<file path="config.mk">
export PLATFORM = sky130hd
export DESIGN_NAME = reg_snapshot_tx_flat
export DESIGN_NICKNAME = d
export VERILOG_FILES = /design/src/rtl/reg_snapshot_tx_pkg.sv /design/src/rtl/reg_snapshot_tx_if.sv /design/src/rtl/reg_snapshot_tx_bit_counter.sv /design/src/rtl/reg_snapshot_tx.sv /design/src/flat_wrapper.sv
export SDC_FILE = /design/constraint.sdc
export NUM_CORES = 1
export LEC_CHECK = 0
export ABC_CLOCK_PERIOD_IN_PS = 1310
export BUFFER_PORTS_ARGS = -buffer_cell sky130_fd_sc_hd__clkbuf_2
export CAP_MARGIN = 15
export CORE_MARGIN = 2
export CORE_UTILIZATION = 47
export DETAILED_ROUTE_END_ITERATION = 10
export PLACE_DENSITY = 0.79
export SYNTH_ARGS = -nofsm -noshare
export SYNTH_HDL_FRONTEND = slang
export SYNTH_SLANG_ARGS = --single-unit
</file>
<file path="constraint.sdc">
create_clock -name clk -period 1.31 [get_ports clk]
set_input_delay 0.1965 -clock clk [delete_from_list [all_inputs] [get_ports clk]]
set_output_delay 0.1965 -clock clk [all_outputs]
set_load 0.03 [all_outputs]
</file>
<file path="src/rtl/reg_snapshot_tx_pkg.sv">
// Shared definitions for the register snapshot serialiser: FSM state codes,
// default data width and the bit-counter width rule.
package reg_snapshot_tx_pkg;

  localparam int DEFAULT_WIDTH = 8;

  localparam logic [1:0] ST_IDLE  = 2'd0;
  localparam logic [1:0] ST_SHIFT = 2'd1;
  localparam logic [1:0] ST_DONE  = 2'd2;

  // Counter must reach WIDTH+1 (data plus optional parity) without wrapping.
  function automatic int cnt_width(input int width);
    return $clog2(width + 2);
  endfunction

endpackage

</file>
<file path="src/rtl/reg_snapshot_tx_if.sv">
// Request/serial-output bundle between a requester and reg_snapshot_tx.
interface reg_snapshot_tx_if #(
  parameter int WIDTH = reg_snapshot_tx_pkg::DEFAULT_WIDTH
);

  logic             req;
  logic [WIDTH-1:0] data_in;
  logic             sout;
  logic             sout_valid;
  logic             busy;
  logic             done;

  modport master (
    output req, data_in,
    input  sout, sout_valid, busy, done
  );

  modport slave (
    input  req, data_in,
    output sout, sout_valid, busy, done
  );

endinterface

</file>
<file path="src/rtl/reg_snapshot_tx_bit_counter.sv">
// Saturating up-counter tracking how many bits of a transfer have been driven.
module bit_counter #(
  parameter int CW = 4
) (
  input  logic          clk,
  input  logic          res,
  input  logic          en,
  input  logic          clear,
  output logic [CW-1:0] count
);

  // NOTE: sequential state uses non-blocking assignments so every flop
  // samples pre-edge values regardless of statement order.
  always_ff @(posedge clk) begin
    if (!res) begin
      count <= '0;
    end else if (clear) begin
      count <= '0;
    end else if (en && (count != '1)) begin
      count <= count + 1'b1;
    end
  end

endmodule

</file>
<file path="src/rtl/reg_snapshot_tx.sv">
// Snapshots a parallel register value on request and shifts it out serially,
// optionally followed by an even-parity bit, then pulses done for one cycle.
module reg_snapshot_tx
  import reg_snapshot_tx_pkg::*;
#(
  parameter int WIDTH     = DEFAULT_WIDTH,
  parameter int MSB_FIRST = 1,
  parameter int PARITY_EN = 0
) (
  input  logic               clk,
  input  logic               res,
  input  logic               en,
  reg_snapshot_tx_if.slave   bus
);

  localparam int              CW        = cnt_width(WIDTH);
  localparam logic [CW-1:0]   DATA_LAST = CW'(WIDTH);
  localparam logic [CW-1:0]   XFER_LAST = CW'(WIDTH + PARITY_EN);

  logic [1:0]       state;
  logic [WIDTH-1:0] shreg;
  logic             parity;
  logic             sout_q;
  logic             sout_valid_q;
  logic             busy_q;
  logic             done_q;
  logic [CW-1:0]    count;
  logic             cnt_inc;
  logic             cnt_clr;

  // NOTE: every always_comb output gets a default first so no path leaves
  // it unassigned, which would otherwise infer a latch.
  always_comb begin
    cnt_inc = 1'b0;
    cnt_clr = 1'b0;
    if (en) begin
      case (state)
        ST_IDLE:  cnt_inc = bus.req;
        ST_SHIFT: cnt_inc = (count != XFER_LAST);
        default:  cnt_clr = 1'b1;
      endcase
    end
  end

  bit_counter #(.CW(CW)) u_bit_counter (
    .clk   (clk),
    .res   (res),
    .en    (cnt_inc),
    .clear (cnt_clr),
    .count (count)
  );

  // count holds the number of bits already driven onto sout.
  // NOTE: the shift register is reset along with control state because the
  // reset contract leaves no stale snapshot behind after an abort.
  always_ff @(posedge clk) begin
    if (!res) begin
      state        <= ST_IDLE;
      shreg        <= '0;
      parity       <= 1'b0;
      sout_q       <= 1'b0;
      sout_valid_q <= 1'b0;
      busy_q       <= 1'b0;
      done_q       <= 1'b0;
    end else if (!en) begin
      sout_valid_q <= 1'b0;
      done_q       <= 1'b0;
    end else begin
      sout_valid_q <= 1'b0;
      done_q       <= 1'b0;
      case (state)
        ST_IDLE: begin
          if (bus.req) begin
            state        <= ST_SHIFT;
            busy_q       <= 1'b1;
            sout_valid_q <= 1'b1;
            parity       <= ^bus.data_in;
            if (MSB_FIRST != 0) begin
              sout_q <= bus.data_in[WIDTH-1];
              shreg  <= bus.data_in << 1;
            end else begin
              sout_q <= bus.data_in[0];
              shreg  <= bus.data_in >> 1;
            end
          end
        end
        ST_SHIFT: begin
          if (count < DATA_LAST) begin
            sout_valid_q <= 1'b1;
            if (MSB_FIRST != 0) begin
              sout_q <= shreg[WIDTH-1];
              shreg  <= shreg << 1;
            end else begin
              sout_q <= shreg[0];
              shreg  <= shreg >> 1;
            end
          end else if (count < XFER_LAST) begin
            sout_valid_q <= 1'b1;
            sout_q       <= parity;
          end else begin
            state  <= ST_DONE;
            done_q <= 1'b1;
          end
        end
        default: begin
          state  <= ST_IDLE;
          busy_q <= 1'b0;
        end
      endcase
    end
  end

  assign bus.sout       = sout_q;
  assign bus.sout_valid = sout_valid_q;
  assign bus.busy       = busy_q;
  assign bus.done       = done_q;

endmodule
</file>
<file path="src/flat_wrapper.sv">
// flat-port wrapper written by rule: the top's interface ports become plain ports
module reg_snapshot_tx_flat import reg_snapshot_tx_pkg::*;
#(
  parameter int WIDTH     = DEFAULT_WIDTH,
  parameter int MSB_FIRST = 1,
  parameter int PARITY_EN = 0
)
  (clk, res, en, bus_req, bus_data_in, bus_sout, bus_sout_valid, bus_busy, bus_done);
  reg_snapshot_tx_if #(.WIDTH(WIDTH)) bus_i ();
  input  logic clk;
  input  logic res;
  input  logic en;
  input wire logic [$bits(bus_i.req)-1:0] bus_req;
  input wire logic [$bits(bus_i.data_in)-1:0] bus_data_in;
  output wire logic [$bits(bus_i.sout)-1:0] bus_sout;
  output wire logic [$bits(bus_i.sout_valid)-1:0] bus_sout_valid;
  output wire logic [$bits(bus_i.busy)-1:0] bus_busy;
  output wire logic [$bits(bus_i.done)-1:0] bus_done;
  assign bus_i.req = bus_req;
  assign bus_i.data_in = bus_data_in;
  assign bus_sout = bus_i.sout;
  assign bus_sout_valid = bus_i.sout_valid;
  assign bus_busy = bus_i.busy;
  assign bus_done = bus_i.done;
  reg_snapshot_tx #(.WIDTH(WIDTH), .MSB_FIRST(MSB_FIRST), .PARITY_EN(PARITY_EN)) u_core (.clk(clk), .res(res), .en(en), .bus(bus_i));
endmodule
</file>
---- Yosys cells after proc, flatten, opt, wreduce, memory -nomap -nowiden ----
Cells that the tools add are included.
storage, ports and cells
  output and inout port bits .............. 4
  input port bits ......................... 12
  register bits ........................... 18
  word-level logic and storage cells ...... 46
operators by class
  bitwise logic cells ..................... 2
  magnitude comparators ................... 1
  $add $sub $neg .......................... 1
  reduce and logical (&&, ||, !) cells .... 10
  muxes and demuxes ....................... 19
  eq/ne operators ......................... 6
operators with widths
  kind                                                   count
  two-way mux 8 bit                                      2
  case mux 8 bit (2 select lines)                        1
  two-way mux 1 bit                                      9
  AND reduction 3 bit                                    3
  inequality test 4 bit, second input constant           2
  case mux 1 bit (2 select lines)                        4
  adder 4 x 1 -> 4 bit, second input constant            1
  less-than comparator 4 bit, second input constant      1
  two-way mux 2 bit                                      2
  inequality test 2 bit, second input constant           2
  case mux 2 bit (2 select lines)                        1
  AND reduction 4 bit                                    1
  OR reduction 2 bit                                     2
  == test 2 x 1 -> 1 bit, second input constant          1
  logical NOT 2 bit                                      1
  inequality test 2 x 1 -> 1 bit, second input constant  1
  inverter 1 bit                                         2
  AND reduction 2 bit                                    1
  nonzero test 2 bit                                     1
  logical AND 1 bit                                      1

---- Logic depth before layout (Yosys ltp) ----
  word-level depth ........................ 5
  mapped depth ............................ 6
  depth with buffers taken out ............ 6

---- By module ----
From an unflattened synthesis, not the netlist that was laid out.
second synthesis, totals
  cells, all modules ...................... 85
  area, all modules ....................... 803.3 um2
modules (own cells, without submodules)
  module           cells each  area an instance (um2)  sequential area each (um2)  instances
  reg_snapshot_tx  64          611.8                   260.2                       1
  bit_counter      21          191.4                   80.1                        1

---- Least setup slack after synthesis ----
Ideal clock, no wire load.
  path type ............................... flip-flop to flip-flop
  from .................................... register u_core.u_bit_counter.count[0]
  to ...................................... register u_core.u_bit_counter.count[1]
  cell stages (with the launch flop) ...... 7
  setup time .............................. 0.117 ns
  arrival time ............................ 1.298 ns
  slack ................................... -0.105 ns
  path through ............................ dfxtp_1 inv_1 ha_1 and4b_1 nor4_4 mux2i_1 nor2_1
on the way
  word-level cells in the longest chain between the ends .. 4
  elaborated cells on any way between the ends .. 6
  classes of those cells .................. add/sub (1); eq/ne (2); mux (2); reduce/logical (1)
ends and longest elaborated chain
  element                          line                               text
  start: declaration               reg_snapshot_tx_bit_counter.sv:9   output logic [CW-1:0] count
  start signal: assignment         reg_snapshot_tx_bit_counter.sv:20  count <= count + 1'b1;
  inequality test 4 bit            reg_snapshot_tx.sv:39              ST_SHIFT: cnt_inc = (count != XFER_LAST);
  case mux 1 bit (2 select lines)  reg_snapshot_tx.sv:37              case (state)
  two-way mux 1 bit                reg_snapshot_tx.sv:36              if (en) begin
  logical AND 1 bit                reg_snapshot_tx_bit_counter.sv:19  end else if (en && (count != '1)) begin
Several ways; a longest one is shown, not always the timed one.
A chain may end at the register's enable or synchronous reset.

---- Worst setup path in the final report ----
Ends and elaborated chain as after synthesis.

==> results_dict.tcl <==
set metrics [dict create \
    detail-route-antenna-nets 0 \
    die-area_sq_mm 0.002105 \
    grt_pass1_wl_um 2539 \
    syn-cell-area_sq_um 824.5 \
    yosysUniqueCellTypes 29 \
    worst_hold_startpoint "bus_data_in[0]" \
    grt_pass1_vias 633 \
    reg2regPathDepth 6 \
    synth_top_family_by_area "simple AND/OR/NAND/NOR gates" \
    first_pass_iters 4 \
    start_kind "flip-flop" \
    cp-end-kind "flip-flop" \
    multiInputGateArea_sq_um 455.4 \
    vias 662 \
    post_synth_xor_area_fraction_pct 1.062 \
    layout_common_cells "clkbuf_2, dfxtp_1, nand2_1" \
    violations "negative setup slack" \
    synth_fa_ha_area_share_pct 3.035 \
    synthToLayoutAreaGrowth_pct 21.24 \
    postCtsHoldBufs 0 \
    placed_area_sq_um 965.9 \
    final_common_cell "clkbuf_2" \
    post-route-util_pct 59.19 \
    gr-total-overflow 0 \
    diodes 0 \
    portBuffers 15 \
    hold_path_depth 3 \
    drive_gt1_share_pct 33.94 \
    place_ws_ns -0.08677 \
    die_h_um 45.89 \
    seq_area_sq_um 345.3 \
    clk_latency_ns 0.29 \
    yosys.area_share.simple_pct 23.98 \
    clk_root_buffer_cell "clkbuf_4" \
    antenna_found_initial 0 \
    cts_buffers 3 \
    worst_pin_slew_ns 0.4105 \
    drv_cap 0 \
    die_w_um 45.89 \
    critPathKind "reg -> reg" \
    drt_iter0_markers 12 \
    powerDensity_mw_per_mm2 1033 \
    final_cell_area_sq_um 999.7 \
    hold_end "u_core.shreg[1]" \
    max_freq_ghz 0.7233 \
    status "finished with violations" \
    dp_hpwl_um 1102 \
    critPathArrivalTime_ns 1.56 \
    rsz0062_at_grt "true" \
    ff2ff_setup_slack_ns -0.07 \
    avgSynthCellArea_sq_um 9.370 \
    syn_nets 102 \
    synthCells 88 \
    slew_headroom_pct 72.53 \
    final-setup-viol-count 2 \
    min_period_ns 1.383 \
    clockBufferDepth 2 \
    cts.sinks 17 \
    ir_drop_uv 599.1 \
    place.gp.congestion 0.7872 \
    post-route-drc-count 0 \
    required_ns 1.49 \
    ios 16 \
    worst_slack_ns -0.07262 \
    tritoncts "done" \
    r2r-start "u_core.u_bit_counter.count[0]" \
    post_cts_buffers 0 \
    fillers 160 \
    ys_warn_count 0 \
    avgRoutedWirePerCell_um 12.04 \
    critPathMaxFanout 3 \
    slew_violations 0 \
    clkTransAtPathRegs_ns 0.10 \
    wl_um 1517 \
    ys_ff_latch 17 \
    start_util_pct 48.81 \
    grt_use_total_pct 16.83 \
    via_per_inst 5.254 \
    htree_levels 1 \
    seq_area_frac_synth_pct 41.27 \
    synth_compound_area_share_pct 14.87 \
    fp-row-count 15 \
    grt_max_degree 17 \
    finalHoldViolCount 0 \
    timing.rr.end "u_core.u_bit_counter.count[1]" \
    core-area_sq_mm 0.001689 \
    min_path_type "in -> reg" \
    skew_ns 0.005319 \
    finalNetCount 124 \
    leakage_nw 0.5022 \
    synth_mux_area_share_pct 10.93 \
    fin_hold_ws_ns 0.1167 \
    period_share_pct 105.5 \
]
[worst max-delay path: stages (launching register included)]
cell and delay, ns:
dfxtp_2 0.36, inv_2 0.03, ha_2 0.16, and4b_2 0.24, nor4_4 0.21, mux2i_1 0.22, nor2_1 0.05
[state kept, by name (all words and copies together), names as in the netlist]
name                        cells
u_core.bus.busy                 1
u_core.bus.done                 1
u_core.bus.sout                 1
u_core.bus.sout_valid           1
u_core.shreg                    7
u_core.state                    2
u_core.u_bit_counter.count      4
[metal layers]
| layer | part of all wire [%] | global-route usage [%] | vias to the layer above |
|---|---|---|---|
| met4 | 2.6 | 10.29 | 0 |
| met3 | 3.9 | 2.778 | 5 |
| met2 | 49 | 28.89 | 12 |
| li1 | - | - | 344 |
| met1 | 44 | 19.08 | 301 |
| met5 | 0 | 0 | - |
[layout make-up]
type / instances / area share [%]
multi-input cells: 62 / 45.56
flip-flops and latches: 17 / 34.54
repair buffers: 21 / 13.27
clock buffers: 4 / 2.628
well taps: 17 / 2.128
inverters: 5 / 1.877
[how the worst max path moves through the flow]
stage | start | end | slack (ns) | cells after the start
2_1_floorplan | u_core.u_bit_counter.count[0] | u_core.u_bit_counter.count[1] | 0.005 | 6
3_3_place_gp | u_core.u_bit_counter.count[0] | u_core.u_bit_counter.count[1] | -0.007 | 6
3_5_place_dp | u_core.u_bit_counter.count[1] | u_core.u_bit_counter.count[1] | -0.09 | 6
4_1_cts | u_core.u_bit_counter.count[0] | u_core.u_bit_counter.count[1] | -0.08 | 6
5_1_grt | u_core.u_bit_counter.count[0] | u_core.u_bit_counter.count[1] | -0.11 | 6
6_report | u_core.u_bit_counter.count[0] | u_core.u_bit_counter.count[1] | -0.07 | 6
[cell families after synthesis]
| group | Yosys count |
|---|---|
| adder cells (fa/ha/maj) | 2 |
| AO/OA/AOI/OAI | 15 |
| buffers and inverters | 9 |
| multiplexers | 9 |
| flip-flops | 17 |
| AND/OR/NAND/NOR | 35 |
| XOR/XNOR | 1 |
[cell usage after synthesis (all sizes together)]
master | number | area share [%]
o211a | 7 | 8.5
ha | 2 | 3.0
inv | 5 | 2.3
o41ai | 1 | 1.1
mux2i | 9 | 11
and3 | 1 | 0.76
nor2 | 6 | 2.7
o22ai | 1 | 0.76
nor3b | 1 | 0.91
a31oi | 1 | 0.76
clkbuf | 1 | 0.45
nor4 | 1 | 2.6
o21ai | 1 | 0.61
xnor2 | 1 | 1.1
nand2b | 5 | 4.7
nor2b | 1 | 0.76
nand3 | 2 | 1.2
buf | 3 | 2.1
nand3b | 1 | 0.91
dfxtp | 17 | 41
and2 | 2 | 1.5
and4b | 1 | 1.2
nor3 | 2 | 1.2
a21oi | 3 | 2.3
a21boi | 1 | 0.91
nand2 | 12 | 5.5
[report_power, final]
group          internal, mW  switching, mW
registers             0.550         0.0208
clock network         0.118          0.157
logic                0.0927         0.0936
[stage by stage]
stage	TNS (ns)	power, mW	instances
2_1_floorplan	0	0.6984	88
3_3_place_gp	-0.006587	0.7596	122
3_5_place_dp	-0.09885	0.7655	122
4_1_cts	-0.09134	1.036	126
5_1_grt	-0.2427	1.088	126
6_report	-0.08143	1.033	126
[repair_timing]
action | 4_1_cts | 5_1_grt
endpoints found under the hold margin | 0 | 0
resized for setup | 4 | 3
cloned | 0 | 0
pin swaps | 2 | 1
endpoints found under the setup margin | 2 | 10
No activity file was read; power rests on OpenSTA's default activity.
